`src/rtl/grid_overlay_gen_pkg.sv`:
```
// ---------------------------------------------------------------------------
// grid_overlay_pkg
// Shared types and constants for the grid overlay stage and its helpers.
//   mode_e  : runtime overlay mode (bypass / frame / solid grid / dotted grid)
//   rgb_t   : one {R,G,B} pixel, 8 bits per channel
//   *_DEF   : default colours used when a block is elaborated without overrides
// ---------------------------------------------------------------------------
package grid_overlay_pkg;

  localparam int RGB_W = 24;

  typedef logic [RGB_W-1:0] rgb_t;

  typedef enum logic [1:0] {
    MODE_BYPASS = 2'd0,
    MODE_FRAME  = 2'd1,
    MODE_SOLID  = 2'd2,
    MODE_DOT    = 2'd3
  } mode_e;

  localparam rgb_t FRAME_COLOR_DEF = 24'h191970;
  localparam rgb_t GRID_COLOR_DEF  = 24'hFFFFFF;
  localparam rgb_t BLACK           = 24'h000000;

endpackage

```
`src/rtl/grid_overlay_gen_if.sv`:
```
// ---------------------------------------------------------------------------
// grid_overlay_gen_if
// Video stream plus runtime configuration seen by the grid overlay stage.
//   i_hs/i_vs/i_de/i_data : incoming video (syncs, data enable, pixel)
//   cfg_mode/cfg_grid_color : runtime settings, sampled at frame start
//   o_hs/o_vs/o_de/o_data : overlaid video, two pixel clocks behind
// master : the side that produces video/config and consumes the result
// slave  : the overlay stage itself
// ---------------------------------------------------------------------------
interface grid_overlay_gen_if #(
  parameter int DATA_W = 24
);

  logic              i_hs;
  logic              i_vs;
  logic              i_de;
  logic [DATA_W-1:0] i_data;
  logic [1:0]        cfg_mode;
  logic [DATA_W-1:0] cfg_grid_color;
  logic              o_hs;
  logic              o_vs;
  logic              o_de;
  logic [DATA_W-1:0] o_data;

  modport master (
    output i_hs, i_vs, i_de, i_data, cfg_mode, cfg_grid_color,
    input  o_hs, o_vs, o_de, o_data
  );

  modport slave (
    input  i_hs, i_vs, i_de, i_data, cfg_mode, cfg_grid_color,
    output o_hs, o_vs, o_de, o_data
  );

endinterface

```
`src/rtl/grid_overlay_gen_video_xy_counter.sv`:
```
// ---------------------------------------------------------------------------
// video_xy_counter
// Pixel/line position tracker shared by the overlay blocks.
//   pclk, rst : pixel clock, asynchronous active-high reset
//   i_vs, i_de: incoming vertical sync and data enable
//   x, y      : coordinate of the pixel currently presented on the inputs
//               (x valid while i_de is high), both saturating
//   vs_rise   : i_vs rising edge seen this cycle (frame start)
//   de_fall   : i_de falling edge seen this cycle (end of an active line)
// ---------------------------------------------------------------------------
module video_xy_counter #(
  parameter int X_W = 12
) (
  input  logic           pclk,
  input  logic           rst,
  input  logic           i_vs,
  input  logic           i_de,
  output logic [X_W-1:0] x,
  output logic [X_W-1:0] y,
  output logic           vs_rise,
  output logic           de_fall
);

  localparam logic [X_W-1:0] CNT_MAX = {X_W{1'b1}};
  localparam logic [X_W-1:0] ONE     = X_W'(1);

  logic vs_q;
  logic de_q;

  assign vs_rise = i_vs & ~vs_q;
  assign de_fall = ~i_de & de_q;

  // Previous-cycle copies of vs/de for the edge detectors.
  always_ff @(posedge pclk or posedge rst) begin
    if (rst) begin
      vs_q <= 1'b0;
      de_q <= 1'b0;
    end else begin
      vs_q <= i_vs;
      de_q <= i_de;
    end
  end

  // The register value is the column of the pixel on the inputs right now;
  // it is held at zero through blanking so the first active pixel is x = 0.
  always_ff @(posedge pclk or posedge rst) begin
    if (rst) begin
      x <= '0;
    end else if (!i_de) begin
      x <= '0;
    end else if (x != CNT_MAX) begin
      x <= x + ONE;
    end
  end

  // Line counter; a frame start overrides a coincident end-of-line.
  always_ff @(posedge pclk or posedge rst) begin
    if (rst) begin
      y <= '0;
    end else if (vs_rise) begin
      y <= '0;
    end else if (de_fall && (y != CNT_MAX)) begin
      y <= y + ONE;
    end
  end

endmodule

```
`src/rtl/grid_overlay_gen.sv`:
```
// ---------------------------------------------------------------------------
// grid_overlay_gen
// Draws a rectangular frame and an optional solid or dotted N x M grid onto
// a 24-bit RGB stream. Syncs, data enable and pixel data all leave exactly
// two pixel clocks after they arrive.
//   pclk : pixel clock
//   rst  : asynchronous active-high reset
//   vid  : video in/out and runtime configuration (slave side)
// Mode and grid colour are shadowed on the i_vs rising edge, so changes made
// mid-frame only show up in the following frame.
// ---------------------------------------------------------------------------
module grid_overlay_gen
  import grid_overlay_pkg::*;
#(
  parameter int                X_W         = 12,
  parameter int                DATA_W      = 24,
  parameter int                X0          = 449,
  parameter int                X1          = 1477,
  parameter int                Y0          = 32,
  parameter int                Y1          = 287,
  parameter int                H_DIV       = 8,
  parameter int                V_DIV       = 4,
  parameter logic [DATA_W-1:0] FRAME_COLOR = FRAME_COLOR_DEF,
  parameter mode_e             MODE_RST    = MODE_FRAME
) (
  input logic               pclk,
  input logic               rst,
  grid_overlay_gen_if.slave vid
);

  localparam int XP = (X1 - X0) / H_DIV;
  localparam int YP = (Y1 - Y0) / V_DIV;

  localparam logic [X_W-1:0] X0_C    = X_W'(X0);
  localparam logic [X_W-1:0] X1_C    = X_W'(X1);
  localparam logic [X_W-1:0] Y0_C    = X_W'(Y0);
  localparam logic [X_W-1:0] Y1_C    = X_W'(Y1);
  localparam logic [X_W-1:0] XP_LAST = X_W'(XP - 1);
  localparam logic [X_W-1:0] YP_LAST = X_W'(YP - 1);
  localparam logic [X_W-1:0] ONE     = X_W'(1);

  logic [X_W-1:0]    x;
  logic [X_W-1:0]    y;
  logic              vs_rise;
  logic              de_fall;
  logic [X_W-1:0]    xg;
  logic [X_W-1:0]    yg;
  mode_e             mode_act;
  logic [DATA_W-1:0] grid_color_act;

  logic x_in;
  logic y_in;
  logic frame_hit;
  logic vgrid;
  logic hgrid;
  logic frame_sel;
  logic grid_sel;

  logic              hs1;
  logic              vs1;
  logic              de1;
  logic [DATA_W-1:0] data1;
  logic              frame1;
  logic              grid1;

  video_xy_counter #(
    .X_W (X_W)
  ) u_xy (
    .pclk    (pclk),
    .rst     (rst),
    .i_vs    (vid.i_vs),
    .i_de    (vid.i_de),
    .x       (x),
    .y       (y),
    .vs_rise (vs_rise),
    .de_fall (de_fall)
  );

  // Column phase within a grid division, so no divider is needed. At x == X0
  // the register is stale, but that column is frame, never grid; from X0+1
  // on it holds (x - X0) mod XP.
  always_ff @(posedge pclk or posedge rst) begin
    if (rst) begin
      xg <= '0;
    end else if (vid.i_de) begin
      if (x == X0_C) begin
        xg <= ONE;
      end else if (xg == XP_LAST) begin
        xg <= '0;
      end else begin
        xg <= xg + ONE;
      end
    end
  end

  // Row phase, advanced at each end of line and restarted after the top edge.
  always_ff @(posedge pclk or posedge rst) begin
    if (rst) begin
      yg <= '0;
    end else if (de_fall) begin
      if (y == Y0_C) begin
        yg <= ONE;
      end else if (yg == YP_LAST) begin
        yg <= '0;
      end else begin
        yg <= yg + ONE;
      end
    end
  end

  // Runtime settings only take effect at a frame boundary.
  always_ff @(posedge pclk or posedge rst) begin
    if (rst) begin
      mode_act       <= MODE_RST;
      grid_color_act <= '0;
    end else if (vs_rise) begin
      mode_act       <= mode_e'(vid.cfg_mode);
      grid_color_act <= vid.cfg_grid_color;
    end
  end

  // Hit detection for the pixel currently on the inputs. Grid lines are kept
  // inside the frame rectangle; the dotted style thins vertical lines on even
  // rows and horizontal lines on even columns.
  always_comb begin
    x_in      = 1'b0;
    y_in      = 1'b0;
    frame_hit = 1'b0;
    vgrid     = 1'b0;
    hgrid     = 1'b0;
    frame_sel = 1'b0;
    grid_sel  = 1'b0;

    x_in      = (x >= X0_C) && (x <= X1_C);
    y_in      = (y >= Y0_C) && (y <= Y1_C);
    frame_hit = ((x == X0_C) || (x == X1_C) || (y == Y0_C) || (y == Y1_C)) && x_in && y_in;
    vgrid     = (x > X0_C) && (x < X1_C) && (xg == '0) && y_in;
    hgrid     = (y > Y0_C) && (y < Y1_C) && (yg == '0) && x_in;

    case (mode_act)
      MODE_SOLID: grid_sel = vgrid | hgrid;
      MODE_DOT:   grid_sel = (vgrid & y[0]) | (hgrid & x[0]);
      default:    grid_sel = 1'b0;
    endcase

    frame_sel = frame_hit && (mode_act != MODE_BYPASS) && vid.i_de;
    grid_sel  = grid_sel && vid.i_de;
  end

  // Stage 1: capture video and the hit decisions side by side.
  always_ff @(posedge pclk or posedge rst) begin
    if (rst) begin
      hs1    <= 1'b0;
      vs1    <= 1'b0;
      de1    <= 1'b0;
      data1  <= '0;
      frame1 <= 1'b0;
      grid1  <= 1'b0;
    end else begin
      hs1    <= vid.i_hs;
      vs1    <= vid.i_vs;
      de1    <= vid.i_de;
      data1  <= vid.i_data;
      frame1 <= frame_sel;
      grid1  <= grid_sel;
    end
  end

  // Stage 2: colour mux, frame over grid over video.
  always_ff @(posedge pclk or posedge rst) begin
    if (rst) begin
      vid.o_hs   <= 1'b0;
      vid.o_vs   <= 1'b0;
      vid.o_de   <= 1'b0;
      vid.o_data <= '0;
    end else begin
      vid.o_hs <= hs1;
      vid.o_vs <= vs1;
      vid.o_de <= de1;
      if (frame1) begin
        vid.o_data <= FRAME_COLOR;
      end else if (grid1) begin
        vid.o_data <= grid_color_act;
      end else begin
        vid.o_data <= data1;
      end
    end
  end

endmodule

```
`src/flat_wrapper.sv`:
```
// flat-port wrapper written by rule: the top's interface ports become plain ports
module grid_overlay_gen_flat import grid_overlay_pkg::*;
#(
  parameter int                X_W         = 12,
  parameter int                DATA_W      = 24,
  parameter int                X0          = 449,
  parameter int                X1          = 1477,
  parameter int                Y0          = 32,
  parameter int                Y1          = 287,
  parameter int                H_DIV       = 8,
  parameter int                V_DIV       = 4,
  parameter logic [DATA_W-1:0] FRAME_COLOR = FRAME_COLOR_DEF,
  parameter mode_e             MODE_RST    = MODE_FRAME
)
  (pclk, rst, vid_i_hs, vid_i_vs, vid_i_de, vid_i_data, vid_cfg_mode, vid_cfg_grid_color, vid_o_hs, vid_o_vs, vid_o_de, vid_o_data);
  grid_overlay_gen_if #(.DATA_W(DATA_W)) vid_i ();
  input logic pclk;
  input logic rst;
  input wire logic [$bits(vid_i.i_hs)-1:0] vid_i_hs;
  input wire logic [$bits(vid_i.i_vs)-1:0] vid_i_vs;
  input wire logic [$bits(vid_i.i_de)-1:0] vid_i_de;
  input wire logic [$bits(vid_i.i_data)-1:0] vid_i_data;
  input wire logic [$bits(vid_i.cfg_mode)-1:0] vid_cfg_mode;
  input wire logic [$bits(vid_i.cfg_grid_color)-1:0] vid_cfg_grid_color;
  output wire logic [$bits(vid_i.o_hs)-1:0] vid_o_hs;
  output wire logic [$bits(vid_i.o_vs)-1:0] vid_o_vs;
  output wire logic [$bits(vid_i.o_de)-1:0] vid_o_de;
  output wire logic [$bits(vid_i.o_data)-1:0] vid_o_data;
  assign vid_i.i_hs = vid_i_hs;
  assign vid_i.i_vs = vid_i_vs;
  assign vid_i.i_de = vid_i_de;
  assign vid_i.i_data = vid_i_data;
  assign vid_i.cfg_mode = vid_cfg_mode;
  assign vid_i.cfg_grid_color = vid_cfg_grid_color;
  assign vid_o_hs = vid_i.o_hs;
  assign vid_o_vs = vid_i.o_vs;
  assign vid_o_de = vid_i.o_de;
  assign vid_o_data = vid_i.o_data;
  grid_overlay_gen #(.X_W(X_W), .DATA_W(DATA_W), .X0(X0), .X1(X1), .Y0(Y0), .Y1(Y1), .H_DIV(H_DIV), .V_DIV(V_DIV), .FRAME_COLOR(FRAME_COLOR), .MODE_RST(MODE_RST)) u_core (.pclk(pclk), .rst(rst), .vid(vid_i));
endmodule
```
`config.mk`:
```
export PLATFORM = sky130hd
export DESIGN_NAME = grid_overlay_gen_flat
export DESIGN_NICKNAME = d
export VERILOG_FILES = /design/src/rtl/grid_overlay_gen_pkg.sv /design/src/rtl/grid_overlay_gen_if.sv /design/src/rtl/grid_overlay_gen_video_xy_counter.sv /design/src/rtl/grid_overlay_gen.sv /design/src/flat_wrapper.sv
export SDC_FILE = /design/constraint.sdc
export NUM_CORES = 1
export LEC_CHECK = 0
export BUFFER_PORTS_ARGS = -buffer_cell sky130_fd_sc_hd__buf_4
export CORE_MARGIN = 3
export CORE_UTILIZATION = 55
export DETAILED_ROUTE_END_ITERATION = 6
export PLACE_DENSITY = 0.75
export RECOVER_POWER = 100
export SETUP_SLACK_MARGIN = 0.2
export SYNTH_ARGS = -nofsm -noshare
export SYNTH_HDL_FRONTEND = slang
export SYNTH_SLANG_ARGS = --single-unit
```
`constraint.sdc`:
```
create_clock -name pclk -period 9.3 [get_ports pclk]
set_input_delay 1.86 -clock pclk [delete_from_list [all_inputs] [get_ports pclk]]
set_output_delay 1.86 -clock pclk [all_outputs]
set_load 0.02 [all_outputs]
```
==> impl_metrics.toml, run 1 <==
[yosys]
avgSynthCellArea_um2 = 11.5
netlist_area_mm2 = 0.00560
ys_warn_count = 0
synth_top_family_by_area = "simple AND/OR/NAND/NOR gates"
ys_ff_latch = 130
yosys.area_share.simple = 0.175
synth_fa_ha_area_frac = 0.0223
synth_edf_count = 0
syn_inst = 487
syn-num-nets = 552
synth_ff_type = "dfrtp_1"
synth_cell_types = 51
yosysSeqAreaShare = 0.581
synthXorXnorAreaFrac = 0.0516
synthArstFlopShare = 1.00
synth_compound_area_frac = 0.0603
synthMuxAreaShare = 0.0826

[cts]
clockRootBuffer = "clkbuf_8"
cts_tree = "done"
cts_sinks = 130
postCtsHoldBufs = 0
path_clk_slew_ns = 0.06
cts_buffers = 17
postCtsSetupRepairBufs = 0
htree_levels = 4
cts_resized = 0
clockBufferDepth = 2
clock_latency_ns = 0.51

[worst_setup_path]
critical-path-slowest-cell = "nor2b_1"
crit_chain = "clkbuf_4, nor2b_1, mux2_2"
worstSetupStartpointType = "primary input"
end_kind = "flop"
cp_max_fo = 38
critical_path_class = "in -> reg"
critPathRequiredTime_ns = 9.69
slowest_delay_ns = 2.45
cp.arrival_ns = 4.93

[floorplan]
num_rows = 36
ios = 82
design.die.area_mm2 = 0.0114
die_w_um = 107
start_util = 0.571
die_h_um = 107
core_area_mm2 = 0.00982

[finish]
n_fill_cell = 765
n_antenna_cell = 0
flow.area_growth_from_synthesis_pct = 20.4
utilization = 0.687
final_cell_mix = "dfrtp_1, nor2_1, clkbuf_1"
layout_commonest_cell = "dfrtp_1"
drive_above_1_share = 0.198
final_cells = 714
final_net_count = 634

[global_route]
track_usage = 0.216
grt_pass1_wl_mm = 19.2
grt_max_degree = 72
antenna_found_initial = 0
overflow = 0
grt_pass1_vias = 4014

[timing]
fin_ws_ns = 4.77
hold_ws_ns = 0.352
fmax_mhz = 221
slew_viol_final = 145
worstMarginPinSlew_ns = 3.33
rsz0062_at_grt = "no"
fin_skew_ns = 0.00739
setup_viol_count_final = 0
fin_setup_tns_ns = 0
timing.final.crit_share = 0.488
hold_viol = 0
fin_crit_ns = 4.53
slew_headroom = -1.22

[detailed_routing]
drtPass1Iterations = 4
drt_iter0_drc = 192
wl_mm = 11.5
avgRoutedWirePerCell_um = 16.1
vias = 3901
viasPerCell = 5.46
drc_errors = 0
postRouteAntennaNets = 0

[place]
dp_hpwl_mm = 7.44
place.gp.congestion = 0.789
placedCellCount = 683
io_buffers = 81
dp_slack_ns = 5.80

[min_path]
hold_path.class = "reg -> reg"

[power_and_ir_drop]
leakage_nw = 2.96
ir_worst_vdd_mv = 0.156
p_per_area_mw_per_mm2 = 215

[status]
status = "finished, violations left"
failed_checks = "max-capacitance violations, max-slew violations"

[flow_run]
cap_viol_max_count = 3
[layer usage]
metal,part of all wire,up-vias,routed length [um],global-route usage
met5,0,-,0,0
met4,0.016,0,182,0.0703
met3,0.051,16,590,0.0560
met2,0.49,114,5610,0.358
met1,0.44,1907,5110,0.279
li1,-,1864,-,-
[logic make-up after synthesis]
logic type / after synthesis
compound gates: 51
xor+xnor: 33
fa+ha+maj: 10
buf+inv: 37
flops: 130
mux: 43
simple gates: 183
[synthesized netlist by cell type, types with 3 or more instances]
library cell / number / area [um^2]
a31oi_1: 5 / 31.3
xor2_1: 13 / 114
and2_1: 8 / 50.1
and4_1: 3 / 26.3
buf_2: 5 / 25.0
nand3_1: 15 / 75.1
nand4_1: 15 / 93.8
a211o_1: 9 / 78.8
nor3_1: 9 / 45.0
o21ai_0: 15 / 75.1
mux2i_1: 17 / 170
nor4_1: 12 / 75.1
inv_1: 17 / 63.8
nor2b_1: 16 / 100
nand2b_1: 5 / 31.3
xnor2_1: 20 / 175
and3_1: 6 / 37.5
nand2_1: 23 / 86.3
nor2_1: 54 / 203
a211oi_1: 3 / 22.5
a21oi_1: 8 / 40.0
clkbuf_1: 11 / 41.3
mux2_2: 26 / 293
ha_1: 10 / 125
dfrtp_1: 129 / 3230
[power by group]
group	switching, W	internal, W
clock network	0.000231	0.000401
logic	0.0000775	0.0000704
registers	0.0000493	0.000621
[stage by stage]
step | power (W) | instance area, um^2
2_1_floorplan | 0.000772 | 5600
6_report | 0.00145 | 6750
3_3_place_gp | 0.000823 | 6310
3_5_place_dp | 0.000833 | 6310
5_1_grt | 0.00152 | 6750
4_1_cts | 0.00147 | 6880
[flip-flops by register name (all words and copies together) (netlist names), 2 cells and up]
name and cells:
u_core.u_xy.x 12, u_core.mode_act 2, u_core.vid.o_data 24, u_core.yg 12, u_core.data1 24, u_core.u_xy.y 12, u_core.xg 12, u_core.grid_color_act 24
[layout make-up]
class | instances | area (um^2) | area share
inverter | 17 | 65.1 | 0.00964
clock inverter | 8 | 104 | 0.0154
tap | 133 | 166 | 0.0247
sequential | 130 | 3250 | 0.482
multi-input combinational | 320 | 2180 | 0.323
timing repair buffer | 83 | 510 | 0.0756
clock buffer | 23 | 467 | 0.0692
[final timing paths]
path / cells after the start / endpoint / startpoint / slack (ns)
max: 3 / u_core.grid_color_act[0] / vid_i_vs / 4.77
min: 0 / u_core.vid.o_hs / u_core.hs1 / 0.35
max reg2reg: 2 / u_core.grid_color_act[0] / u_core.vs1 / 5.85
min reg2reg: 0 / u_core.vid.o_hs / u_core.hs1 / 0.35
max in group asynchronous: 3 / u_core.vid.o_data[3] / rst / 5.33
min in group asynchronous: 2 / u_core.vid.o_data[17] / rst / 2.21
[worst max-delay path, delay by kind of cell]
family	cells	cell delay [ns]
buffers and inverters	1	0.11
AND/OR/NAND/NOR	1	2.45
multiplexers	1	0.50
(Power assumes the default switching activity.)
==> run 2, diff against run 1 <==
--- a/config.mk
+++ b/config.mk
@@ -7,9 +7,9 @@
 export LEC_CHECK = 0
 export BUFFER_PORTS_ARGS = -buffer_cell sky130_fd_sc_hd__buf_4
 export CORE_MARGIN = 3
-export CORE_UTILIZATION = 55
+export CORE_UTILIZATION = 51
 export DETAILED_ROUTE_END_ITERATION = 6
-export PLACE_DENSITY = 0.75
+export PLACE_DENSITY = 0.73
 export RECOVER_POWER = 100
 export SETUP_SLACK_MARGIN = 0.2
 export SYNTH_ARGS = -nofsm -noshare
==> constraint.sdc (replaced) <==
create_clock -name pclk -period 3.9 [get_ports pclk]
set_input_delay 0.78 -clock pclk [delete_from_list [all_inputs] [get_ports pclk]]
set_output_delay 0.78 -clock pclk [all_outputs]
set_load 0.02 [all_outputs]
==> run 2 against run 1 <==
- the run still ends with max-capacitance violations, max-slew violations left
- register-to-register slack lost 4.3 ns
- worst hold slack lost 0.0042 ns
- global-route usage shrank 1.9 points
- count of clock-buffer cells in the layout shrank 4
- final cell count grew 0.56%
- design area grew 1.2%
- clock power grew to 2.7 times the previous value
- total power grew to 2.5 times the previous value
- critical path depth grew 3
- routed wire length shrank 0.23%
- flip-flop and latch count is the same
- critical path type unchanged
- critical endpoint is now u_core.u_xy.y[11]
- largest power group is now clock
==> impl_metrics.toml, run 2 (synthesis results as in run 1) <==
[status]
status = "finished, violations left"
failed_checks = "max-capacitance violations, max-slew violations"

[finish]
n_antenna_cell = 0
final_cell_mix = "dfrtp_1, nor2_1, clkbuf_1"
final_cells = 718
n_fill_cell = 834
utilization = 0.650
multi_input_area_mm2 = 0.00218
seq_area_mm2 = 0.00325
drive_above_1_share = 0.199
final_net_count = 635
largest_registers = "u_core.data1: 24 flops, u_core.grid_color_act: 24 flops, u_core.vid.o_data: 24 flops"
layout_commonest_cell = "dfrtp_1"
flow.area_growth_from_synthesis_pct = 21.9

[global_route]
grt_pass1_vias = 3963
track_usage = 0.197
grt_pass1_wl_mm = 19.5
overflow = 0
grt_max_degree = 131
antenna_found_initial = 0

[worst_setup_path]
critical-path-slowest-cell = "or4_1"
critical_path_class = "in -> reg"
slowest_delay_ns = 0.66
end_kind = "flop"
cp.arrival_ns = 2.86
reg2reg_slack_ns = 1.56
r2r-end = "u_core.vid.o_data[6]"
critPathRequiredTime_ns = 4.22
worstSetupStartpointType = "primary input"
cp_max_fo = 28
ff2ff_path_depth = 3
r2r-start = "u_core.grid1"
crit_chain = "clkbuf_1, nand2b_1, or4_1, nor4_1, xnor2_1, nor2_1"
crit_buf_inv = 1
critical-path-top-delay-family = "simple AND/OR/NAND/NOR gates"

[timing]
fin_ws_ns = 1.35
hold_viol = 0
slew_headroom = -0.289
fin_setup_tns_ns = 0
worstMarginPinSlew_ns = 1.93
hold_ws_ns = 0.348
setup_viol_count_final = 0
fmax_mhz = 393
fin_skew_ns = 0.00703
slew_viol_final = 67
timing.final.crit_share = 0.653
rsz0062_at_grt = "no"
fin_crit_ns = 2.55

[cts]
postCtsSetupRepairBufs = 0
cts_resized = 0
cts_buffers = 17
clockBufferDepth = 2
clock_latency_ns = 0.51
path_clk_slew_ns = 0.06
htree_levels = 4
cts_sinks = 130
cts_tree = "done"
clockRootBuffer = "clkbuf_8"
postCtsHoldBufs = 0

[detailed_routing]
drc_errors = 0
postRouteAntennaNets = 0
wl_met1_mm = 5.18
viasPerCell = 5.40
avgRoutedWirePerCell_um = 16.0
met3WireLength_um = 559
vias = 3874
drtPass1Iterations = 5
wl_met2_mm = 5.61
wl_mm = 11.5
topRoutingLayerUsed = "met4"
drt_iter0_drc = 184

[floorplan]
ios = 82
die_w_um = 111
design.die.area_mm2 = 0.0123
die_h_um = 111
start_util = 0.533
core_area_mm2 = 0.0105
num_rows = 37

[min_path]
whs_path_depth = 0
hold_start = "u_core.hs1"
holdPathEnd = "u_core.vid.o_hs"
hold_path.class = "reg -> reg"

[place]
dp_slack_ns = 1.46
place.gp.congestion = 0.838
io_buffers = 81
placedCellCount = 687
dp_hpwl_mm = 7.42

[power_and_ir_drop]
leakage_nw = 2.99
ir_worst_vdd_mv = 0.394
p_per_area_mw_per_mm2 = 532

[flow_run]
cap_viol_max_count = 2
run 2: layout make-up:
class,instances,area share
inverters,17,0.00953
repair buffers,84,0.0771
clock buffers,19,0.0632
well taps,136,0.0249
clock inverters,12,0.0300
multi-input cells,320,0.319
flip-flops and latches,130,0.477
run 2: worst max path at each step:
stage / startpoint / end / slack, ns / cells after the start
after floorplan: rst / u_core.data1[0] / 1.51 / 1
after global placement: vid_i_de / u_core.u_xy.y[9] / 1.54 / 6
after detailed placement: vid_i_de / u_core.u_xy.y[9] / 1.46 / 6
after CTS: u_core.u_xy.y[9] / u_core.yg[6] / 1.88 / 5
after global routing: vid_i_de / u_core.u_xy.y[11] / 1.13 / 6
final: vid_i_de / u_core.u_xy.y[11] / 1.35 / 6
run 2: through the flow:
step | instance area (um^2) | total power (W)
after global placement | 6340 | 0.00197
final | 6830 | 0.00364
after floorplan | 5610 | 0.00184
after CTS | 6970 | 0.00369
after global routing | 6830 | 0.00382
after detailed placement | 6340 | 0.00199
run 2: power by group:
part / internal [W] / total (W) / leakage, nW / switching [W]
registers: 0.00148 / 0.00160 / 1.60 / 0.000116
logic: 0.000168 / 0.000352 / 1.09 / 0.000184
clock network: 0.00112 / 0.00169 / 0.304 / 0.000567
run 2: layer usage:
metal / global-route usage / vias up
met1: 0.255 / 1915
met2: 0.328 / 88
met4: 0.0468 / 0
met3: 0.0595 / 14
li1: - / 1857
met5: 0 / -
==> run 3, diff against run 2 <==
--- a/config.mk
+++ b/config.mk
@@ -5,11 +5,12 @@
 export SDC_FILE = /design/constraint.sdc
 export NUM_CORES = 1
 export LEC_CHECK = 0
+export ABC_AREA = 1
 export BUFFER_PORTS_ARGS = -buffer_cell sky130_fd_sc_hd__buf_4
 export CORE_MARGIN = 3
-export CORE_UTILIZATION = 51
+export CORE_UTILIZATION = 52
 export DETAILED_ROUTE_END_ITERATION = 6
-export PLACE_DENSITY = 0.73
+export PLACE_DENSITY = 0.74
 export RECOVER_POWER = 100
 export SETUP_SLACK_MARGIN = 0.2
 export SYNTH_ARGS = -nofsm -noshare
==> constraint.sdc (replaced) <==
create_clock -name pclk -period 2.12 [get_ports pclk]
set_input_delay 0.424 -clock pclk [delete_from_list [all_inputs] [get_ports pclk]]
set_output_delay 0.424 -clock pclk [all_outputs]
set_load 0.02 [all_outputs]
==> run 3 against run 2 <==
- the run still ends with max-capacitance violations, max-slew violations left
- non-clock buffer count increased by 8
- area after synthesis increased by 5.5%
- utilization rose by 0.36 points
- via count is 29% higher
- clock power is 83% higher
- global-route usage increased by 3.5 points
- largest cell class unchanged
- design area grew 5.1%
- sequential share of layout area shrank 2.3 points
- final cell count rose by 31%
- sequential power rose by 81%
- first-iteration DRC count rose to 2.6 times the previous value
- combinational power up 110%
==> impl_metrics.toml, run 3 <==
[power_and_ir_drop]
p_per_area_mw_per_mm2 = 937
ir_worst_vdd_mv = 0.658
leakage_nw = 3.57
p_total_w = 0.00672

[detailed_routing]
wl_mm = 13.9
avgRoutedWirePerCell_um = 14.8
drc_errors = 0
viasPerCell = 5.32
drtPass1Iterations = 5
drt_iter0_drc = 476
vias = 4999
postRouteAntennaNets = 0

[finish]
largest_registers = "u_core.data1: 24 flops, u_core.grid_color_act: 24 flops, u_core.vid.o_data: 24 flops"
layout_commonest_cell = "nand2_1"
drive_above_1_share = 0.149
flow.area_growth_from_synthesis_pct = 21.3
final_net_count = 852
n_antenna_cell = 0
final_cell_mix = "nand2_1, dfrtp_1, nor2_1"
n_fill_cell = 910

[global_route]
grt_max_degree = 75
track_usage = 0.232
gr-usage-met2 = 0.378
antenna_found_initial = 0
grt_util_met3 = 0.0620
grt_pass1_wl_mm = 23.4
grtUsageMet1 = 0.293
busiest_layer = "met2"
grt_pass1_vias = 4973
overflow = 0

[floorplan]
design.die.area_mm2 = 0.0127
die_w_um = 113
die_h_um = 113
core_area_mm2 = 0.0110
ios = 82
start_util = 0.539
num_rows = 38

[status]
failed_checks = "max-capacitance violations, max-slew violations"
status = "finished, violations left"

[timing]
fin_skew_ns = 0.00780
timing.final.crit_share = 0.875
fin_setup_tns_ns = 0
setup_viol_count_final = 0
hold_ws_ns = 0.130
fmax_mhz = 539
rsz0062_at_grt = "no"
fin_crit_ns = 1.86
slew_viol_final = 75
worstMarginPinSlew_ns = 1.61
slew_headroom = -0.0704
hold_viol = 0

[place]
io_buffers = 81
place.gp.congestion = 0.979
dp_hpwl_mm = 9.18

[cts]
htree_levels = 4
cts_buffers = 17
cts_tree = "done"
path_clk_slew_ns = 0.06
postCtsHoldBufs = 0
clockRootBuffer = "clkbuf_16"
clockBufferDepth = 2
cts_sinks = 130
clock_latency_ns = 0.42

[min_path]
hold_path.class = "in -> reg"

[worst_setup_path]
worstSetupStartpointType = "flop"
critical-path-top-delay-family = "simple AND/OR/NAND/NOR gates"
cp.arrival_ns = 2.19
crit_chain = "ha_1, nand2_1, nor2_1, nand2_1, nor2_1, nand3_1, o21ai_0"
crit_buf_inv = 0
end_kind = "flop"
critical-path-slowest-cell = "dfrtp_2"
slowest_delay_ns = 0.43
critical_path_class = "reg -> reg"
cp_max_fo = 7
critPathRequiredTime_ns = 2.45

[yosys]
synthTopCellsByCount = "nand2_1, dfrtp_1, nor2_1"
synth_top_area_frac = 0.546
synthArstFlopShare = 1.00
synth_ff_type = "dfrtp_1"
synth_top_area_cell = "dfrtp_1"
yosysSeqAreaShare = 0.550
synth_cell_types = 43
netlist_area_mm2 = 0.00591
synth_edf_count = 0
synth_most_common_cell = "nand2_1"
ys_ff_latch = 130
ys_warn_count = 0
syn-num-nets = 759
syn_inst = 694
avgSynthCellArea_um2 = 8.52
netlist_top_cells_area = "dfrtp_1, nand2_1, nor2_1, inv_1, nand3_1"

[flow_run]
cap_viol_max_count = 1
[run 3: kinds of logic (layout without fill, tap and decap cells)]
| group | count (synthesis) | count (layout) | synth area share |
|---|---|---|---|
| AO/OA/AOI/OAI | 72 | 72 | 0.0671 |
| XOR/XNOR | 10 | 10 | 0.0148 |
| adder cells (fa/ha/maj) | 10 | 10 | 0.0212 |
| buffers and inverters | 90 | 195 | 0.0607 |
| flip-flops | 130 | 130 | 0.550 |
| AND/OR/NAND/NOR | 382 | 382 | 0.286 |
[run 3: worst register-to-register path: cells and delay by family, from the launching register on]
family / cells / cell delay (ns)
flops: 1 / 0.43
simple gates: 5 / 0.84
fa+ha+maj: 1 / 0.25
compound gates: 1 / 0.26
[run 3: power by group]
part / internal (W) / total [W] / switching [W]
Combinational: 0.000277 / 0.000730 / 0.000453
Clock: 0.00200 / 0.00309 / 0.00109
Sequential: 0.00271 / 0.00290 / 0.000191
Total: 0.00499 / 0.00672 / 0.00174
[run 3: worst paths after layout]
kind                                   from          endpoint  slack [ns]  depth (start not counted)
setup / recovery           u_core.u_xy.x[0]  u_core.u_xy.x[1]        0.26                          7
hold / removal                     vid_i_hs        u_core.hs1        0.13                          1
setup reg to reg           u_core.u_xy.x[0]  u_core.u_xy.x[1]        0.26                          7
hold reg to reg                  u_core.hs1   u_core.vid.o_hs        0.35                          0
max in group asynchronous               rst  u_core.u_xy.x[0]        0.48                          3
min in group asynchronous               rst  u_core.u_xy.y[2]        0.46                          3
[run 3: metal layers]
metal / wire, um / part of all wire / up-vias
met1: 5990 / 0.43 / 2361
li1: - / - / 2401
met4: 368 / 0.026 / 0
met3: 904 / 0.065 / 40
met5: 0 / 0 / -
met2: 6630 / 0.48 / 197
[run 3: through the flow]
stage / setup WS (ns) / util / instances / instance area (um^2)
5_1_grt: 0.114 / 0.653 / 939 / 7180
6_report: 0.265 / 0.653 / 939 / 7180
3_5_place_dp: 0.414 / 0.610 / 905 / 6700
3_3_place_gp: 0.449 / 0.610 / 905 / 6700
2_1_floorplan: 0.0876 / - / 694 / 5920
4_1_cts: 0.346 / 0.666 / 936 / 7320
[run 3: area by class of cell]
cell class	instances	area (um^2)	area share
Sequential cell	130	3260	0.454
Multi-Input combinational cell	474	2270	0.317
Timing Repair Buffer	92	568	0.0791
Clock buffer	19	443	0.0617
Inverter	72	282	0.0392
Clock inverter	12	181	0.0253
Tap cell	140	175	0.0244
[run 3: repair_timing]
item,CTS,global route
endpoints found under the hold margin,0,0
setup endpoints to repair,0,5
setup buffers,0,3
resized for setup,0,1
